[config.mk]
export PLATFORM = sky130hd
export DESIGN_NAME = env_rate_gen_flat
export DESIGN_NICKNAME = d
export VERILOG_FILES = /design/src/rtl/env_rate_gen_if.sv /design/src/rtl/env_rate_gen.sv /design/src/flat_wrapper.sv
export SDC_FILE = /design/constraint.sdc
export NUM_CORES = 1
export LEC_CHECK = 0
export CORE_ASPECT_RATIO = 0.9
export CORE_MARGIN = 2
export CORE_UTILIZATION = 40
export CTS_BUF_LIST = sky130_fd_sc_hd__clkbuf_2 sky130_fd_sc_hd__clkbuf_4 sky130_fd_sc_hd__clkbuf_8
export CTS_CLUSTER_SIZE = 8
export DETAILED_ROUTE_END_ITERATION = 8
export PLACE_DENSITY = 0.64
export SETUP_SLACK_MARGIN = 0.05
export SYNTH_ARGS = -nofsm -noshare
export SYNTH_HDL_FRONTEND = slang
export SYNTH_SLANG_ARGS = --single-unit
[constraint.sdc]
create_clock -name clk -period 4.4 [get_ports clk]
set_clock_uncertainty 0.05 [all_clocks]
set_input_delay 0.88 -clock clk [delete_from_list [all_inputs] [get_ports clk]]
set_output_delay 0.88 -clock clk [all_outputs]
set_load 0.1 [all_outputs]
[src/rtl/env_rate_gen_if.sv]
// Slot-strobe/result bundle between the register-file side and env_rate_gen.
// ENV_RATE_FREEZE_EN adds the freeze input.
interface env_rate_gen_if #(
  parameter int NUM_BANKS    = 2,
  parameter int OPS_PER_BANK = 18,
  parameter int OVF_WIDTH    = 3
);
  localparam int BANK_W = (NUM_BANKS > 1) ? $clog2(NUM_BANKS) : 1;
  localparam int OP_W   = (OPS_PER_BANK > 1) ? $clog2(OPS_PER_BANK) : 1;

  logic                 sample_clk_en;
  logic [BANK_W-1:0]    bank_num;
  logic [OP_W-1:0]      op_num;
  logic                 ksr;
  logic                 nts;
  logic [9:0]           fnum;
  logic [2:0]           block;
  logic [3:0]           requested_rate_p0;
  logic                 key_on_p0;
`ifdef ENV_RATE_FREEZE_EN
  logic                 freeze;
`endif
  logic                 clear_busy;
  logic                 ovf_valid_p2;
  logic [OVF_WIDTH-1:0] rate_counter_overflow_p2;

  modport master (
`ifdef ENV_RATE_FREEZE_EN
    output freeze,
`endif
    output sample_clk_en, bank_num, op_num, ksr, nts, fnum, block,
    output requested_rate_p0, key_on_p0,
    input  clear_busy, ovf_valid_p2, rate_counter_overflow_p2
  );

  modport slave (
`ifdef ENV_RATE_FREEZE_EN
    input  freeze,
`endif
    input  sample_clk_en, bank_num, op_num, ksr, nts, fnum, block,
    input  requested_rate_p0, key_on_p0,
    output clear_busy, ovf_valid_p2, rate_counter_overflow_p2
  );
endinterface

[src/rtl/env_rate_gen.sv]
// Per-slot envelope rate counter: key-scaled effective rate, phase counter RAM, overflow count at p2.
// Optional ENV_RATE_FREEZE_EN: freeze input holds all counters and zeroes the overflow output.
module env_rate_gen #(
  parameter int NUM_BANKS     = 2,
  parameter int OPS_PER_BANK  = 18,
  parameter int COUNTER_WIDTH = 15,
  parameter int RATE_MAX      = 60,
  parameter int OVF_WIDTH     = 3
) (
  input  logic         clk,
  input  logic         reset,
  env_rate_gen_if.slave bus
);
  localparam int NSLOTS    = NUM_BANKS * OPS_PER_BANK;
  localparam int ADDR_W    = (NSLOTS > 1) ? $clog2(NSLOTS) : 1;
  localparam int INC_W     = 18;
  localparam int SUM_W     = ((COUNTER_WIDTH > INC_W) ? COUNTER_WIDTH : INC_W) + 1;
  localparam int RAW_OVF_W = SUM_W - COUNTER_WIDTH;
  localparam int OVF_MAX   = (1 << OVF_WIDTH) - 1;

  typedef enum logic {S_CLEAR, S_RUN} state_t;

  function automatic logic [5:0] clamp_rate(input logic [6:0] r);
    if (r > 7'(RATE_MAX)) clamp_rate = 6'(RATE_MAX);
    else                  clamp_rate = r[5:0];
  endfunction

  function automatic logic [OVF_WIDTH-1:0] sat_ovf(input logic [RAW_OVF_W-1:0] v);
    if (32'(v) > 32'(OVF_MAX)) sat_ovf = '1;
    else                       sat_ovf = OVF_WIDTH'(v);
  endfunction

  logic [COUNTER_WIDTH-1:0] cnt_mem [2**ADDR_W];

  state_t              state_q, state_d;
  logic [ADDR_W-1:0]   clr_addr_q, clr_addr_d;
  logic                clear_busy_q, clear_busy_d;

  logic [3:0]          kval_p0;
  logic [6:0]          rate_sum_p0;
  logic [ADDR_W-1:0]   addr_p0;
  logic                freeze_p0;

  logic                     vld_p1_q, vld_p1_d;
  logic [ADDR_W-1:0]        addr_p1_q, addr_p1_d;
  logic [5:0]               eff_p1_q, eff_p1_d;
  logic                     key_on_p1_q, key_on_p1_d;
  logic                     hold_p1_q, hold_p1_d;
  logic                     freeze_p1_q, freeze_p1_d;
  logic [COUNTER_WIDTH-1:0] cnt_p1_q, cnt_p1_d;

  logic [INC_W-1:0]         inc_p1;
  logic [SUM_W-1:0]         sum_p1;
  logic                     wr_p1;
  logic [COUNTER_WIDTH-1:0] wdata_p1;

  logic                     vld_p2_q, vld_p2_d;
  logic [OVF_WIDTH-1:0]     ovf_p2_q, ovf_p2_d;

  logic                     mem_we;
  logic [ADDR_W-1:0]        mem_waddr;
  logic [COUNTER_WIDTH-1:0] mem_wdata;

  logic unused_fnum;
  assign unused_fnum = ^bus.fnum[7:0];

`ifdef ENV_RATE_FREEZE_EN
  assign freeze_p0 = bus.freeze;
`else
  assign freeze_p0 = 1'b0;
`endif

  always_comb begin
    state_d    = state_q;
    clr_addr_d = clr_addr_q;
    if (state_q == S_CLEAR) begin
      if (clr_addr_q == ADDR_W'(NSLOTS - 1)) state_d = S_RUN;
      else                                   clr_addr_d = clr_addr_q + 1'b1;
    end
    clear_busy_d = (state_d == S_CLEAR);
  end

  // ---- p0: slot address, key scaling, effective rate, counter read ----
  always_comb begin
    kval_p0 = {bus.block, bus.nts ? bus.fnum[8] : bus.fnum[9]};
    if (!bus.ksr) kval_p0 = kval_p0 >> 2;
    rate_sum_p0 = {1'b0, bus.requested_rate_p0, 2'b00} + {3'b000, kval_p0};
    addr_p0     = ADDR_W'(bus.bank_num) * ADDR_W'(OPS_PER_BANK) + ADDR_W'(bus.op_num);

    vld_p1_d    = bus.sample_clk_en && (state_q == S_RUN);
    addr_p1_d   = addr_p0;
    eff_p1_d    = clamp_rate(rate_sum_p0);
    key_on_p1_d = bus.key_on_p0;
    hold_p1_d   = (bus.requested_rate_p0 == 4'd0);
    freeze_p1_d = freeze_p0;
    // the p1 slot commits on this same edge, so a re-read of it takes the fresh value
    if (wr_p1 && (addr_p1_q == addr_p0)) cnt_p1_d = wdata_p1;
    else                                 cnt_p1_d = cnt_mem[addr_p0];
  end

  // ---- p1: increment, overflow, write-back value ----
  always_comb begin
    inc_p1   = INC_W'({1'b1, eff_p1_q[1:0]}) << eff_p1_q[5:2];
    sum_p1   = SUM_W'(cnt_p1_q) + SUM_W'(inc_p1);
    wr_p1    = vld_p1_q && !freeze_p1_q && (key_on_p1_q || !hold_p1_q);
    wdata_p1 = key_on_p1_q ? '0 : sum_p1[COUNTER_WIDTH-1:0];

    vld_p2_d = vld_p1_q;
    if (vld_p1_q && !freeze_p1_q && !key_on_p1_q && !hold_p1_q)
      ovf_p2_d = sat_ovf(sum_p1[SUM_W-1:COUNTER_WIDTH]);
    else
      ovf_p2_d = '0;

    mem_we    = !reset && ((state_q == S_CLEAR) || wr_p1);
    mem_waddr = (state_q == S_CLEAR) ? clr_addr_q : addr_p1_q;
    mem_wdata = (state_q == S_CLEAR) ? '0 : wdata_p1;
  end

  always_ff @(posedge clk) begin
    if (reset) begin
      state_q      <= S_CLEAR;
      clr_addr_q   <= '0;
      clear_busy_q <= 1'b1;
      vld_p1_q     <= 1'b0;
      vld_p2_q     <= 1'b0;
      ovf_p2_q     <= '0;
    end else begin
      state_q      <= state_d;
      clr_addr_q   <= clr_addr_d;
      clear_busy_q <= clear_busy_d;
      vld_p1_q     <= vld_p1_d;
      vld_p2_q     <= vld_p2_d;
      ovf_p2_q     <= ovf_p2_d;
    end
  end

  always_ff @(posedge clk) begin
    addr_p1_q   <= addr_p1_d;
    eff_p1_q    <= eff_p1_d;
    key_on_p1_q <= key_on_p1_d;
    hold_p1_q   <= hold_p1_d;
    freeze_p1_q <= freeze_p1_d;
    cnt_p1_q    <= cnt_p1_d;
  end

  // ---- p2: counter write-back, registered result ----
  always_ff @(posedge clk) begin
    if (mem_we) cnt_mem[mem_waddr] <= mem_wdata;
  end

  assign bus.clear_busy               = clear_busy_q;
  assign bus.ovf_valid_p2             = vld_p2_q;
  assign bus.rate_counter_overflow_p2 = ovf_p2_q;
endmodule

[src/flat_wrapper.sv]
// flat-port wrapper written by rule: the top's interface ports become plain ports
module env_rate_gen_flat 
#(
  parameter int NUM_BANKS     = 2,
  parameter int OPS_PER_BANK  = 18,
  parameter int COUNTER_WIDTH = 15,
  parameter int RATE_MAX      = 60,
  parameter int OVF_WIDTH     = 3
)
  (clk, reset, bus_sample_clk_en, bus_bank_num, bus_op_num, bus_ksr, bus_nts, bus_fnum, bus_block, bus_requested_rate_p0, bus_key_on_p0, bus_clear_busy, bus_ovf_valid_p2, bus_rate_counter_overflow_p2);
  env_rate_gen_if #(.NUM_BANKS(NUM_BANKS), .OPS_PER_BANK(OPS_PER_BANK), .OVF_WIDTH(OVF_WIDTH)) bus_i ();
  input  logic clk;
  input  logic reset;
  input wire logic [$bits(bus_i.sample_clk_en)-1:0] bus_sample_clk_en;
  input wire logic [$bits(bus_i.bank_num)-1:0] bus_bank_num;
  input wire logic [$bits(bus_i.op_num)-1:0] bus_op_num;
  input wire logic [$bits(bus_i.ksr)-1:0] bus_ksr;
  input wire logic [$bits(bus_i.nts)-1:0] bus_nts;
  input wire logic [$bits(bus_i.fnum)-1:0] bus_fnum;
  input wire logic [$bits(bus_i.block)-1:0] bus_block;
  input wire logic [$bits(bus_i.requested_rate_p0)-1:0] bus_requested_rate_p0;
  input wire logic [$bits(bus_i.key_on_p0)-1:0] bus_key_on_p0;
  output wire logic [$bits(bus_i.clear_busy)-1:0] bus_clear_busy;
  output wire logic [$bits(bus_i.ovf_valid_p2)-1:0] bus_ovf_valid_p2;
  output wire logic [$bits(bus_i.rate_counter_overflow_p2)-1:0] bus_rate_counter_overflow_p2;
  assign bus_i.sample_clk_en = bus_sample_clk_en;
  assign bus_i.bank_num = bus_bank_num;
  assign bus_i.op_num = bus_op_num;
  assign bus_i.ksr = bus_ksr;
  assign bus_i.nts = bus_nts;
  assign bus_i.fnum = bus_fnum;
  assign bus_i.block = bus_block;
  assign bus_i.requested_rate_p0 = bus_requested_rate_p0;
  assign bus_i.key_on_p0 = bus_key_on_p0;
  assign bus_clear_busy = bus_i.clear_busy;
  assign bus_ovf_valid_p2 = bus_i.ovf_valid_p2;
  assign bus_rate_counter_overflow_p2 = bus_i.rate_counter_overflow_p2;
  env_rate_gen #(.NUM_BANKS(NUM_BANKS), .OPS_PER_BANK(OPS_PER_BANK), .COUNTER_WIDTH(COUNTER_WIDTH), .RATE_MAX(RATE_MAX), .OVF_WIDTH(OVF_WIDTH)) u_core (.clk(clk), .reset(reset), .bus(bus_i));
endmodule
== Word level (Yosys, flattened, before mapping) ==
Memory sizes are Yosys's and may differ from the RTL's.
Cells that the tools add are included.

* Bits in registers: 42
* RAM bits: 960
* Memories kept: 1

* Add/sub/neg operators: 4
* $mul: 1
* $lt $le $gt $ge: 2
* Equality and inequality tests: 2
* Shifts and indexed selects: 1
* Muxes and demuxes: 11
* Bitwise gates (word level): 4
* Reductions and logical operators: 14

{| class="wikitable"
|+ Memories
! memory !! words !! width !! read ports !! clocked after Yosys merged registers in !! write ports !! line !! text
|-
| u_core.cnt_mem || 64 || 15 || 1 || 0 || 1 || env_rate_gen.sv:33 || <nowiki>logic [COUNTER_WIDTH-1:0] cnt_mem [2**ADDR_W];</nowiki>
|}

{| class="wikitable"
|+ Operators by type and width
! kind !! count
|-
| two-way mux 15 bit || 3
|-
| adder 15 x 18 -> 19 bit || 1
|-
| << shifter 3 x 4 -> 18 bit || 1
|-
| adder 6 x 4 -> 7 bit || 1
|-
| > comparator 7 x 6 -> 1 bit, second input constant || 1
|-
| adder 6 x 1 -> 6 bit, second input constant || 1
|-
| adder 6 x 5 -> 6 bit || 1
|-
| equality test 6 bit || 1
|-
| equality test 6 bit, second input constant || 1
|-
| logical AND 1 bit || 6
|-
| two-way mux 6 bit || 1
|-
| multiplier 1 x 4 -> 5 bit, second input constant || 1
|-
| two-way mux 1 bit || 5
|-
| > comparator 4 x 3 -> 1 bit, second input constant || 1
|-
| zero test 4 bit || 1
|-
| two-way mux 4 bit || 1
|-
| inverter 1 bit || 4
|-
| zero test 1 bit || 3
|-
| two-way mux 3 bit || 1
|-
| logical OR 1 bit || 2
|-
| AND reduction 2 bit || 1
|-
| OR reduction 2 bit || 1
|}

== Logic depth before layout (Yosys ltp) ==
* Depth in word-level cells: 7
* Depth in mapped cells: 14
* Depth with buffers taken out: 13

== Worst setup path before layout ==
OpenSTA, ideal clock, no wires.

* Path type: flip-flop to flip-flop
* Start point: register u_core.eff_p1_q[2]
* End point: memory u_core.cnt_mem[0][14] (data pin)
* Library setup time: 499 ps
* Arrival: 4176 ps
* Data required time: 3851 ps
* Path slack: -325 ps
* Stages on the path, launching flop included: 14
* Path buffers: 1
* Clock period less this slack: 4725 ps
* Cell sequence: dfxtp_1 > clkbuf_1 > mux2_2 > nand3_1 > o21ai_0 > nor2b_1 > ha_1 > and3_1 > a221o_1 > a22oi_1 > nor2b_1 > o21bai_1 > xnor2_1 > nor2_1

* Cells in the longest elaborated chain, start to end: 4

{| class="wikitable"
|+ Ends and longest elaborated chain
! item !! line !! text
|-
| start, declared || env_rate_gen.sv:46 || <nowiki>logic [5:0] eff_p1_q, eff_p1_d;</nowiki>
|-
| start signal, assigned || env_rate_gen.sv:139 || <nowiki>eff_p1_q <= eff_p1_d;</nowiki>
|-
| << shifter 3 x 4 -> 18 bit || env_rate_gen.sv:103 || <nowiki>inc_p1 = INC_W'({1'b1, eff_p1_q[1:0]}) << eff_p1_q[5:2];</nowiki>
|-
| adder 15 x 18 -> 19 bit || env_rate_gen.sv:104 || <nowiki>sum_p1 = SUM_W'(cnt_p1_q) + SUM_W'(inc_p1);</nowiki>
|-
| two-way mux 15 bit || env_rate_gen.sv:106 || <nowiki>wdata_p1 = key_on_p1_q ? '0 : sum_p1[COUNTER_WIDTH-1:0];</nowiki>
|-
| two-way mux 15 bit || env_rate_gen.sv:116 || <nowiki>mem_wdata = (state_q == S_CLEAR) ? '0 : wdata_p1;</nowiki>
|-
| named net u_core.mem_wdata[14] || env_rate_gen.sv:62 || <nowiki>logic [COUNTER_WIDTH-1:0] mem_wdata;</nowiki>
|-
| end, declared || env_rate_gen.sv:33 ||
|}

The timed path passes the listed nets, and every way through them passes these cells.

== Final worst setup path ==
* Start point: register u_core.eff_p1_q[3]
* End point: memory u_core.cnt_mem[17][13] (data pin)

Same word-level chain as after synthesis.

==> results.py <==
metrics = {
    "drt": {
        "drt_iter0_markers": 2180,
        "drc": 0,
        "drtAntennaViolNets": 0,
        "dr.pass1.iters": 5,
        "wl_per_cell_um": 27.9,
        "viasPerCell": 5.68,
        "via_count": 20011,
        "routed_wl_um": 98300,
    },
    "synthesis": {
        "synth_top_area_frac": 0.729,
        "yosys.area_share.xor_xnor": 0.00550,
        "ys_types": 64,
        "synth_fp_nets": 1970,
        "syn_avg_cell_area_um2": 20.6,
        "synth_fa_ha_area_frac": 0.00765,
        "ys_warn_count": 0,
        "synth-seq-cells": 1002,
        "synth_top_cell_by_area": "edfxtp_1",
        "synth_simple_gate_area_frac": 0.0333,
        "ys_top_cells_by_area": "edfxtp_1 73%, mux4_2 15%, dfxtp_1 2.1%",
        "synth_edf_count": 960,
        "synth_area_um2": 39600,
        "synth_compound_area_frac": 0.0236,
        "yosysSeqAreaShare": 0.750,
        "async_flop_share": 0,
        "synthFlopType": "edfxtp_1",
        "synthCells": 1918,
        "synth_top_family_by_area": "multiplexers",
        "muxShareOfSynthArea": 0.166,
    },
    "placement": {
        "hpwl_um": 58400,
        "gp_congestion": 0.887,
        "dp.cells": 3270,
        "numPortBuffers": 25,
    },
    "cells_and_area": {
        "final_cell_mix": "960 x edfxtp_1, 269 x mux4_2, 161 x clkbuf_8, 121 x buf_4, 108 x nor2_1",
        "drive_above_1_share": 0.303,
        "final_common_cell": "edfxtp_1",
        "area_delta_synth_final_pct": 14.6,
        "nFillCells": 8198,
        "num-nets-final": 2204,
        "final_cells": 3522,
    },
    "grt": {
        "grt_max_degree": 65,
        "overflow": 0,
        "grt.total_usage": 0.197,
        "grt_pass1_wl_um": 142000,
        "first_global_vias": 20558,
        "antenna_found_initial": 2,
    },
    "die": {
        "chipWidth_um": 336,
        "die_y_um": 302,
        "core-area_um2": 98200,
        "die-area_um2": 101000,
        "num_rows": 109,
        "io_pins": 34,
        "start_util": 0.403,
    },
    "timing": {
        "grt_setup_unrepaired": "false",
        "setup_tns_ns": 0,
        "finalSetupViolCount": 0,
        "final.period_utilization": 0.921,
        "holdWs_ns": 0.446,
        "drv_slew": 0,
        "maxSlewHeadroom": 0.189,
        "tightest_slew_ns": 1.20,
        "min_period_ns": 4.05,
        "fmaxAchievable_ghz": 0.247,
        "hold_violations": 0,
    },
    "power_and_ir_drop": {
        "netSwitchingPower_mw": 4.45,
        "internal_power_mw": 15.0,
        "finalPower_mw": 19.5,
        "swShare": 0.229,
        "power_frac_seq": 0.535,
        "irDropWorstVdd_uv": 252,
        "power_density_nw_per_um2": 429,
        "p_leak_nw": 16.2,
        "clock_power_share": 0.388,
        "comb_power_share": 0.077,
    },
    "worst_setup_path": {
        "cp_slowest_cell": "xor2_1",
        "critical_path_arrival_ns": 4.49,
        "endpoint_kind": "register",
        "slowest_delay_ns": 0.49,
        "worstPathCellList": "inv_1 > nor2_1 > nor2_1 > a21oi_1 > nor3_1 > ha_1 > nand3_1 > o211ai_1 > o21bai_1 > a21boi_0 > nor2_1 > xor2_1 > nor2_4 > buf_4",
        "crit_path_frequent_cell": "nor2_1",
        "setup.worst_path.class": "reg -> reg",
        "required_ns": 4.84,
        "worstSetupStartpointType": "register",
        "critPathMaxFanout": 64,
    },
    "clock_network": {
        "cts.clk_slew.worst_paths_ns": 0.06,
        "cts.htree.levels": 4,
        "hold_buffers": 0,
        "cts.path.max_buffers": 3,
        "clock-sinks": 1002,
        "clock_latency_ns": 0.84,
        "cts_buffers": 156,
        "clockRootBuffer": "clkbuf_8",
        "tritoncts": "yes",
    },
    "hold_path": {
        "hold_path.class": "reg -> reg",
    },
    "flow_run": {
        "max_cap_viol_count": 0,
    },
    "status": {
        "status": "finished clean",
    },
}
[sequential cells by signal, indices dropped and copies added (netlist names)]
register and cells:
u_core.cnt_p1_q 15, u_core.bus.ovf_valid_p2 1, u_core.state_q 1, u_core.hold_p1_q 1
u_core.cnt_mem 960, u_core.bus.clear_busy 1, u_core.clr_addr_q 6, u_core.key_on_p1_q 1
u_core.vld_p1_q 1, u_core.bus.rate_counter_overflow_p2 3, u_core.addr_p1_q 6, u_core.eff_p1_q 6
[per-stage QoR]
stage / util / setup WS [ns] / cell area, um^2
detailed placement: 0.432 / 0.354 / 42400
CTS: 0.462 / 0.361 / 45300
global placement: 0.432 / 0.372 / 42400
finish: 0.462 / 0.347 / 45400
global route: 0.462 / 0.149 / 45300
floorplan: - / 0.222 / 39600
[cell families after synthesis]
kind of cell | count (synthesis)
AND/OR/NAND/NOR | 302
adder cells (fa/ha/maj) | 23
XOR/XNOR | 24
AO/OA/AOI/OAI | 140
buffers and inverters | 107
flip-flops | 1002
multiplexers | 320
[layer usage]
layer	up-vias	wire length, um	track usage	share of wire
li1	8397	-	-	-
met1	10614	41900	0.279	0.43
met2	837	46400	0.307	0.47
met3	163	7660	0.0397	0.078
met4	0	2360	0.0662	0.024
met5	-	0	0	0
[power groups by stage]
stage / clock (mW) / sequential (mW) / combinational, mW
final: 7.55 / 10.4 / 1.49
after global routing: 8.12 / 10.4 / 1.57
after CTS: 7.75 / 10.4 / 1.47
after detailed placement: 0 / 10.6 / 1.47
after global placement: 0 / 10.6 / 1.46
after floorplan: 0 / 10.6 / 0.942
[critical path, delay by kind of cell, from the launching register on]
kind            cells  cell delay, ns
compound gates      4            1.18
simple gates        6            0.65
xor+xnor            1            0.49
flops               1            0.46
buf+inv             2            0.45
fa+ha+maj           1            0.40
[path summary, 6_finish.rpt]
kind	from	endpoint	slack (ns)	cells after the start
hold / removal	u_core.vld_p1_q$_SDFF_PP0_	u_core.bus.ovf_valid_p2$_SDFF_PP0_	0.45	1
setup reg to reg	u_core.eff_p1_q[3]$_SDFF_PN1_	u_core.cnt_mem[17][13]$_DFFE_PP_	0.35	14
setup / recovery	u_core.eff_p1_q[3]$_SDFF_PN1_	u_core.cnt_mem[17][13]$_DFFE_PP_	0.35	14
hold reg to reg	u_core.vld_p1_q$_SDFF_PP0_	u_core.bus.ovf_valid_p2$_SDFF_PP0_	0.45	1
[synth_stat cells (all sizes together) (9+ instances only)]
| cell type | n |
|---|---|
| edfxtp | 960 |
| mux4 | 269 |
| nor2 | 122 |
| nand2 | 95 |
| buf | 62 |
| mux2i | 43 |
| dfxtp | 42 |
| a21oi | 30 |
| clkbuf | 28 |
| nand3 | 23 |
| o21ai | 22 |
| ha | 21 |
| inv | 17 |
| xnor2 | 15 |
| o22ai | 14 |
| nand2b | 12 |
| a31oi | 11 |
| nor2b | 9 |
| xor2 | 9 |
[what timing repair did]
item	4_1_cts	5_1_grt
hold endpoints to repair	0	0
buffers inserted	0	0
gates resized for setup	0	1
setup endpoints to repair	0	40
[final cells by class]
| cell class | instances | area (um^2) | share of cell area |
|---|---|---|---|
| well taps | 1276 | 1600 | 0.0352 |
| inverters | 17 | 65.1 | 0.00143 |
| clock buffers | 216 | 2630 | 0.0580 |
| repair buffers | 166 | 1560 | 0.0343 |
| diodes | 2 | 5.00 | 0.000110 |
| flip-flops and latches | 1002 | 29700 | 0.654 |
| clock inverters | 34 | 317 | 0.00698 |
| multi-input cells | 809 | 9520 | 0.210 |
Note: power is estimated with default switching activity, not from simulation.
